==> src/rtl/router_pkg.sv <==
`default_nettype none
// ============================================================================
// Module      : router_pkg
// Description : Shared header field positions, limits and enums for the
//               router packet receiver.
// Revision    : 1.0 - initial release
// ============================================================================
package router_pkg;

    localparam int LEN_MSB  = 7;
    localparam int LEN_LSB  = 2;
    localparam int ADDR_MSB = 1;
    localparam int MAX_LEN  = 63;

    typedef enum logic [1:0] {
        ERR_PARITY   = 2'd0,
        ERR_ADDR     = 2'd1,
        ERR_ZERO_LEN = 2'd2,
        ERR_TIMEOUT  = 2'd3
    } err_code_e;

    typedef enum logic [1:0] {
        ST_IDLE  = 2'd0,
        ST_READ  = 2'd1,
        ST_CHECK = 2'd2,
        ST_DRAIN = 2'd3
    } rx_state_e;

endpackage
`default_nettype wire

==> src/rtl/router_pkt_buf.sv <==
`default_nettype none
// ============================================================================
// Module      : router_pkt_buf
// Description : 64 x 8 payload buffer, single write port, read by an index
//               held in a register by the caller.
// Revision    : 1.0 - initial release
// ============================================================================
module router_pkt_buf
    import router_pkg::*;
(
    input  logic       clk,
    input  logic       i_wr_en,
    input  logic [5:0] i_wr_addr,
    input  logic [7:0] i_wr_data,
    input  logic [5:0] i_rd_addr,
    output logic [7:0] o_rd_data
);

    logic [7:0] r_mem [0:MAX_LEN];

    always_ff @(posedge clk) begin
        if (i_wr_en) begin
            r_mem[i_wr_addr] <= i_wr_data;
        end
    end

    assign o_rd_data = r_mem[i_rd_addr];

endmodule
`default_nettype wire

==> src/rtl/router_pkt_receiver.sv <==
`default_nettype none
// ============================================================================
// Module      : router_pkt_receiver
// Description : Drains one router output port, validates each packet and
//               streams good payloads to a valid/ready client.
// Revision    : 1.0 - initial release
// ============================================================================
module router_pkt_receiver
    import router_pkg::*;
#(
    parameter logic [1:0] PORT_ID    = 2'd0,
    parameter int         WARN_WAIT  = 24,
    parameter int         RD_TIMEOUT = 32
) (
    input  logic        clock,
    input  logic        reset,
    input  logic        vld_in,
    input  logic [7:0]  data_in,
    output logic        read_enb,
    output logic [7:0]  out_data,
    output logic        out_valid,
    output logic        out_last,
    input  logic        out_ready,
    output logic        pkt_ok,
    output logic        pkt_err,
    output logic [1:0]  err_code,
    output logic        stall_warn,
    output logic [15:0] pkt_cnt,
    output logic [15:0] err_cnt
);

    rx_state_e  r_state, w_next;
    logic       r_rd_q;
    logic [6:0] r_issued, r_cap;
    logic [5:0] r_len, r_rd_ptr;
    logic [1:0] r_addr;
    logic [7:0] r_xor;
    logic [15:0] r_idle, r_wait, r_pkt_cnt, r_err_cnt;
    logic       r_stall;

    logic [6:0] w_limit, w_cap_m1;
    logic       w_timeout, w_par_cap, w_ok, w_accept, w_last, w_wr_en, w_wait_inc;
    err_code_e  w_code;
    logic [7:0] w_buf_data;

    // Before the header is seen, two blind reads are always safe (len >= 0).
    always_comb begin
        w_limit = 7'd2;
        if (r_cap != 7'd0) begin
            w_limit = {1'b0, r_len} + 7'd2;
        end else if (r_rd_q) begin
            w_limit = {1'b0, data_in[LEN_MSB:LEN_LSB]} + 7'd2;
        end
    end

    assign w_timeout = (r_state == ST_READ) && !r_rd_q && (r_idle == 16'(RD_TIMEOUT - 1));
    assign w_par_cap = r_rd_q && (r_cap != 7'd0) && (r_cap == {1'b0, r_len} + 7'd1);
    assign w_accept  = (r_state == ST_DRAIN) && out_ready;
    assign w_last    = (r_rd_ptr == r_len - 6'd1);
    assign w_cap_m1  = r_cap - 7'd1;
    assign w_wr_en   = (r_state == ST_READ) && r_rd_q && (r_cap != 7'd0) && (r_cap <= {1'b0, r_len});
    assign w_wait_inc = ((r_state == ST_CHECK) || (r_state == ST_DRAIN)) && vld_in;

    always_comb begin
        w_ok   = 1'b0;
        w_code = ERR_PARITY;
        if (r_addr != PORT_ID) begin
            w_code = ERR_ADDR;
        end else if (r_len == 6'd0) begin
            w_code = ERR_ZERO_LEN;
        end else if (r_xor != 8'h00) begin
            w_code = ERR_PARITY;
        end else begin
            w_ok = 1'b1;
        end
    end

    always_ff @(posedge clock or posedge reset) begin
        if (reset) begin
            r_state <= ST_IDLE;
        end else begin
            r_state <= w_next;
        end
    end

    always_comb begin
        w_next = r_state;
        case (r_state)
            ST_IDLE:  if (vld_in) w_next = ST_READ;
            ST_READ: begin
                if (w_timeout) begin
                    w_next = ST_IDLE;
                end else if (w_par_cap) begin
                    w_next = ST_CHECK;
                end
            end
            ST_CHECK: w_next = w_ok ? ST_DRAIN : ST_IDLE;
            ST_DRAIN: if (w_accept && w_last) w_next = ST_IDLE;
            default:  w_next = ST_IDLE;
        endcase
    end

    always_comb begin
        read_enb  = (r_state == ST_READ) && vld_in && (r_issued < w_limit) && !w_timeout;
        out_valid = (r_state == ST_DRAIN);
        out_last  = (r_state == ST_DRAIN) && w_last;
        out_data  = (r_state == ST_DRAIN) ? w_buf_data : 8'h00;
        pkt_ok    = (r_state == ST_CHECK) && w_ok;
        pkt_err   = ((r_state == ST_CHECK) && !w_ok) || w_timeout;
        err_code  = 2'd0;
        if (r_state == ST_CHECK && !w_ok) begin
            err_code = w_code;
        end else if (w_timeout) begin
            err_code = ERR_TIMEOUT;
        end
    end

    always_ff @(posedge clock or posedge reset) begin
        if (reset) begin
            r_rd_q    <= 1'b0;
            r_issued  <= 7'd0;
            r_cap     <= 7'd0;
            r_len     <= 6'd0;
            r_addr    <= 2'd0;
            r_xor     <= 8'h00;
            r_idle    <= 16'd0;
            r_rd_ptr  <= 6'd0;
        end else begin
            r_rd_q <= read_enb;
            case (r_state)
                ST_IDLE: begin
                    r_issued <= 7'd0;
                    r_cap    <= 7'd0;
                    r_xor    <= 8'h00;
                    r_idle   <= 16'd0;
                    r_rd_ptr <= 6'd0;
                end
                ST_READ: begin
                    if (read_enb) r_issued <= r_issued + 7'd1;
                    if (r_rd_q) begin
                        r_cap  <= r_cap + 7'd1;
                        r_xor  <= r_xor ^ data_in;
                        r_idle <= 16'd0;
                        if (r_cap == 7'd0) begin
                            r_len  <= data_in[LEN_MSB:LEN_LSB];
                            r_addr <= data_in[ADDR_MSB:0];
                        end
                    end else begin
                        r_idle <= r_idle + 16'd1;
                    end
                end
                ST_DRAIN: begin
                    if (w_accept) r_rd_ptr <= w_last ? 6'd0 : r_rd_ptr + 6'd1;
                end
                default: ;
            endcase
        end
    end

    // Wait counter only runs while the port is not being serviced.
    always_ff @(posedge clock or posedge reset) begin
        if (reset) begin
            r_wait    <= 16'd0;
            r_stall   <= 1'b0;
            r_pkt_cnt <= 16'd0;
            r_err_cnt <= 16'd0;
        end else begin
            r_stall <= w_wait_inc && (r_wait == 16'(WARN_WAIT - 1));
            if ((r_state == ST_CHECK) || (r_state == ST_DRAIN)) begin
                if (w_wait_inc && r_wait != 16'hFFFF) r_wait <= r_wait + 16'd1;
            end else begin
                r_wait <= 16'd0;
            end
            if (pkt_ok && r_pkt_cnt != 16'hFFFF) r_pkt_cnt <= r_pkt_cnt + 16'd1;
            if (pkt_err && r_err_cnt != 16'hFFFF) r_err_cnt <= r_err_cnt + 16'd1;
        end
    end

    assign stall_warn = r_stall;
    assign pkt_cnt    = r_pkt_cnt;
    assign err_cnt    = r_err_cnt;

    router_pkt_buf u_buf (
        .clk       (clock),
        .i_wr_en   (w_wr_en),
        .i_wr_addr (w_cap_m1[5:0]),
        .i_wr_data (data_in),
        .i_rd_addr (r_rd_ptr),
        .o_rd_data (w_buf_data)
    );

endmodule
`default_nettype wire

==> config.mk <==
export PLATFORM = sky130hd
export DESIGN_NAME = router_pkt_receiver
export DESIGN_NICKNAME = d
export VERILOG_FILES = /design/src/rtl/router_pkg.sv /design/src/rtl/router_pkt_buf.sv /design/src/rtl/router_pkt_receiver.sv
export SDC_FILE = /design/constraint.sdc
export NUM_CORES = 1
export LEC_CHECK = 0
export CORE_MARGIN = 8
export CORE_UTILIZATION = 65
export CTS_CLUSTER_DIAMETER = 80
export CTS_CLUSTER_SIZE = 24
export DETAILED_ROUTE_END_ITERATION = 12
export PLACE_DENSITY = 0.83
export SLEW_MARGIN = 15
export SYNTH_ARGS = -nofsm -noshare
export SYNTH_HDL_FRONTEND = slang
export SYNTH_SLANG_ARGS = --single-unit
==> constraint.sdc <==
create_clock -name clock -period 8.8 [get_ports clock]
set_input_delay 1.76 -clock clock [delete_from_list [all_inputs] [get_ports clock]]
set_output_delay 1.76 -clock clock [all_outputs]
set_load 0.05 [all_outputs]
==> out/metrics.yaml <==
sta:
  hold_viol: 0
  drv_slew: 0
  final-setup-viol-count: 0
  worst_slack_ps: 1500
  rsz0062_at_grt: "no"
  hold_ws_ps: 491
  period_needed_ps: 7300
  slew_headroom_pct: 33.2
  fmax_mhz: 137
  tns_ps: 0
  finalClockSkew_ps: 12.4
  fin_crit_sh_pct: 82.9
  tightest_slew_ps: 990
global_routing:
  busiest_layer: "met2"
  grt_max_degree: 69
  use_met1_pct: 35.4
  globalRouteOverflowTotal: 0
  grt_pass1_vias: 14900
  grt_first_pass_wirelength_um: 92800
  antenna_found_initial: 1
  track_usage_pct: 26.0
  grt_util_met3_pct: 5.07
  gr-usage-met2_pct: 42.7
setup_path:
  end_kind: "output port"
  critPathKind: "in -> out"
  worstRegToRegCells: 13
  crit_fanout: 68
  arrival_ps: 5540
  startpoint_type: "input port"
  cp_data_required_time_ps: 7040
synth:
  synthCells: 1639
  synth_compound_area_share_pct: 4.80
  ys.flop_type: "edfxtp_1"
  synth_most_common_cell: "edfxtp_1"
  synthTopCellsByArea: "edfxtp_1, mux4_2, dfrtp_1, nor2_1, mux2i_1"
  synth_top_area_cell: "edfxtp_1"
  synth_top_family_by_area: "multiplexers"
  synth_area_mm2: 0.0261
  synth-xor-area-share_pct: 2.08
  synth-adder-area-share_pct: 1.25
  synth.avg_cell_area_um2: 15.9
  synthSimpleGateAreaFrac_pct: 8.98
  synth_fp_nets: 1677
  synth_mux_area_share_pct: 12.5
  yosysWarnings: 0
  ys_seq_elements: 616
  synth.distinct_cells: 66
  netlist.area_leader.share_pct: 58.9
  synthArstFlopShare_pct: 16.9
  synth_edf_count: 512
  yosysSeqAreaShare_pct: 68.9
  synth_common_cells: "edfxtp_1, nor2_1, mux4_2"
clock_network:
  clockBufferDepth: 3
  ctsHoldBuffers: 0
  cts.reportedPaths.clkPinSlew_ps: 100
  clkSinkCount: 616
  clk_latency_ps: 610
  htree_num_levels: 1
  cts_buffers: 29
  cts_tree: "yes"
  cts_resized: 0
  cts-root-buf: "clkbuf_16"
  cts_setup_buffers: 0
job:
  drv_cap: 0
routing:
  vias: 15200
  dr.pass1.iters: 8
  wl_um: 61500
  ant_nets: 0
  routedWlPerCell_um: 27.9
  drc: 0
  dr.first_iter.drc_count: 2080
  vias_per_cell: 6.89
status:
  status: "complete, no violations"
placement:
  dp_hpwl_um: 38400
  routabilityCongestion: 1.01
  dp_slack_ps: 1460
  place_inst: 2165
  placed_area_mm2: 0.0271
  io_buffer_count: 59
power:
  p_int_mw: 4.55
  switching_power_mw: 2.07
  p_leak_nw: 8.96
  peakVddDrop_v: 0.000201
  p_comb_share_pct: 26.3
  switching_share_pct: 31.2
  pwr-share-clk_pct: 22.3
  p_per_area_mw_per_mm2: 237
  power.total_mw: 6.61
  power.share.sequential_pct: 51.4
floorplanning:
  row_count: 73
  die_w_um: 216
  io_pins: 60
  coreArea_mm2: 0.0396
  initial_core_util_pct: 65.8
  die-area_mm2: 0.0468
  die_y_um: 216
cells_and_area:
  drive_gt1_share_pct: 12.5
  nets: 1709
  fin_cells: 2205
  design_area_mm2: 0.0279
  fin_util_pct: 70.4
  area.growth.synth_to_final_pct: 6.98
hold_path:
  hold_depth: 1
  worstHoldPathType: "reg -> reg"
power groups by stage:
| stage | combinational [mW] | sequential [mW] | clock [mW] |
|---|---|---|---|
| 3_3_place_gp | 1.67 | 3.46 | 0 |
| 5_1_grt | 1.86 | 3.42 | 1.56 |
| 3_5_place_dp | 1.71 | 3.46 | 0 |
| 4_1_cts | 1.73 | 3.40 | 1.48 |
| 2_1_floorplan | 1.25 | 3.41 | 0 |
| 6_report | 1.74 | 3.40 | 1.47 |
cells in the final DEF (no fill, tap or decap), types with 4 or more instances in the layout:
master / count
and2_1: 8
xnor2_1: 41
xor2_1: 21
o22ai_1: 9
a211oi_1: 12
or4_1: 5
nor2b_1: 27
edfxtp_1: 512
o211ai_1: 4
or3_1: 6
nand3b_1: 8
or2_2: 6
clkdlybuf4s50_1: 51
a31oi_1: 8
nor4_1: 22
mux2i_1: 42
and4_1: 7
mux4_2: 116
nand2_1: 106
buf_4: 16
a22o_1: 6
nand2b_1: 9
clkbuf_16: 29
dfrtp_1: 101
ha_1: 26
o31ai_1: 6
clkbuf_1: 7
nand4_1: 25
nand3_1: 62
nor2_1: 136
o21ai_0: 66
mux2_2: 20
and3_1: 17
nor3_1: 20
o32a_1: 6
a21oi_1: 21
a221oi_1: 6
a22oi_1: 17
inv_1: 15
buf_2: 7
final cells by class:
class	count	area [um^2]
Antenna cell	1	2.50
Clock buffer	37	766
Clock inverter	2	28.8
Fill cell	2493	11700
Inverter	17	66.3
Multi-Input combinational cell	932	7720
Sequential cell	616	18000
Tap cell	525	657
Timing Repair Buffer	75	686
metal layers:
layer | part of all wire [%] | wire length (um)
met3 | 9.0 | 5560
met4 | 3.6 | 2200
met5 | 0.021 | 13
met2 | 49 | 30000
met1 | 39 | 23700
sequential cells by signal (all words and copies together) (netlist names), 7 cells and up:
signal       count
err_cnt         16
pkt_cnt         16
r_cap            7
r_idle          16
r_issued         7
r_wait          16
r_xor            8
u_buf.r_mem    512
critical path: stages:
cell             delay, ps
buf_2                   90
buf_4                  530
nand3_1                180
xnor2_1                170
a31oi_1                210
ha_1                   290
a211oi_1               230
nor2_1                  70
or4_1                  380
or3_1                  470
inv_1                  260
clkdlybuf4s50_1        860
final timing paths:
| path | startpoint | end | slack [ps] |
|---|---|---|---|
| worst max-delay path | data_in[4] | read_enb | 1500 |
| worst min-delay path | r_xor[6] | r_xor[6] | 490 |
| worst max register to register | r_cap[0] | r_issued[6] | 4340 |
| worst min register to register | r_xor[6] | r_xor[6] | 490 |
| max in group asynchronous | reset | r_rd_ptr[0] | 6000 |
| min in group asynchronous | reset | pkt_cnt[12] | 1520 |
kinds of logic (layout without fill, tap and decap cells):
| family | after synthesis | after routing |
|---|---|---|
| and+or+nand+nor | 476 | 476 |
| DFF | 616 | 616 |
| other | 0 | 1 |
| AOI/OAI and AO/OA | 190 | 190 |
| muxes | 178 | 178 |
| adders and majority gates | 26 | 26 |
| xor gates and xnor gates | 62 | 62 |
| buffers and inverters | 91 | 131 |
Note: power is estimated with default switching activity, not from simulation.
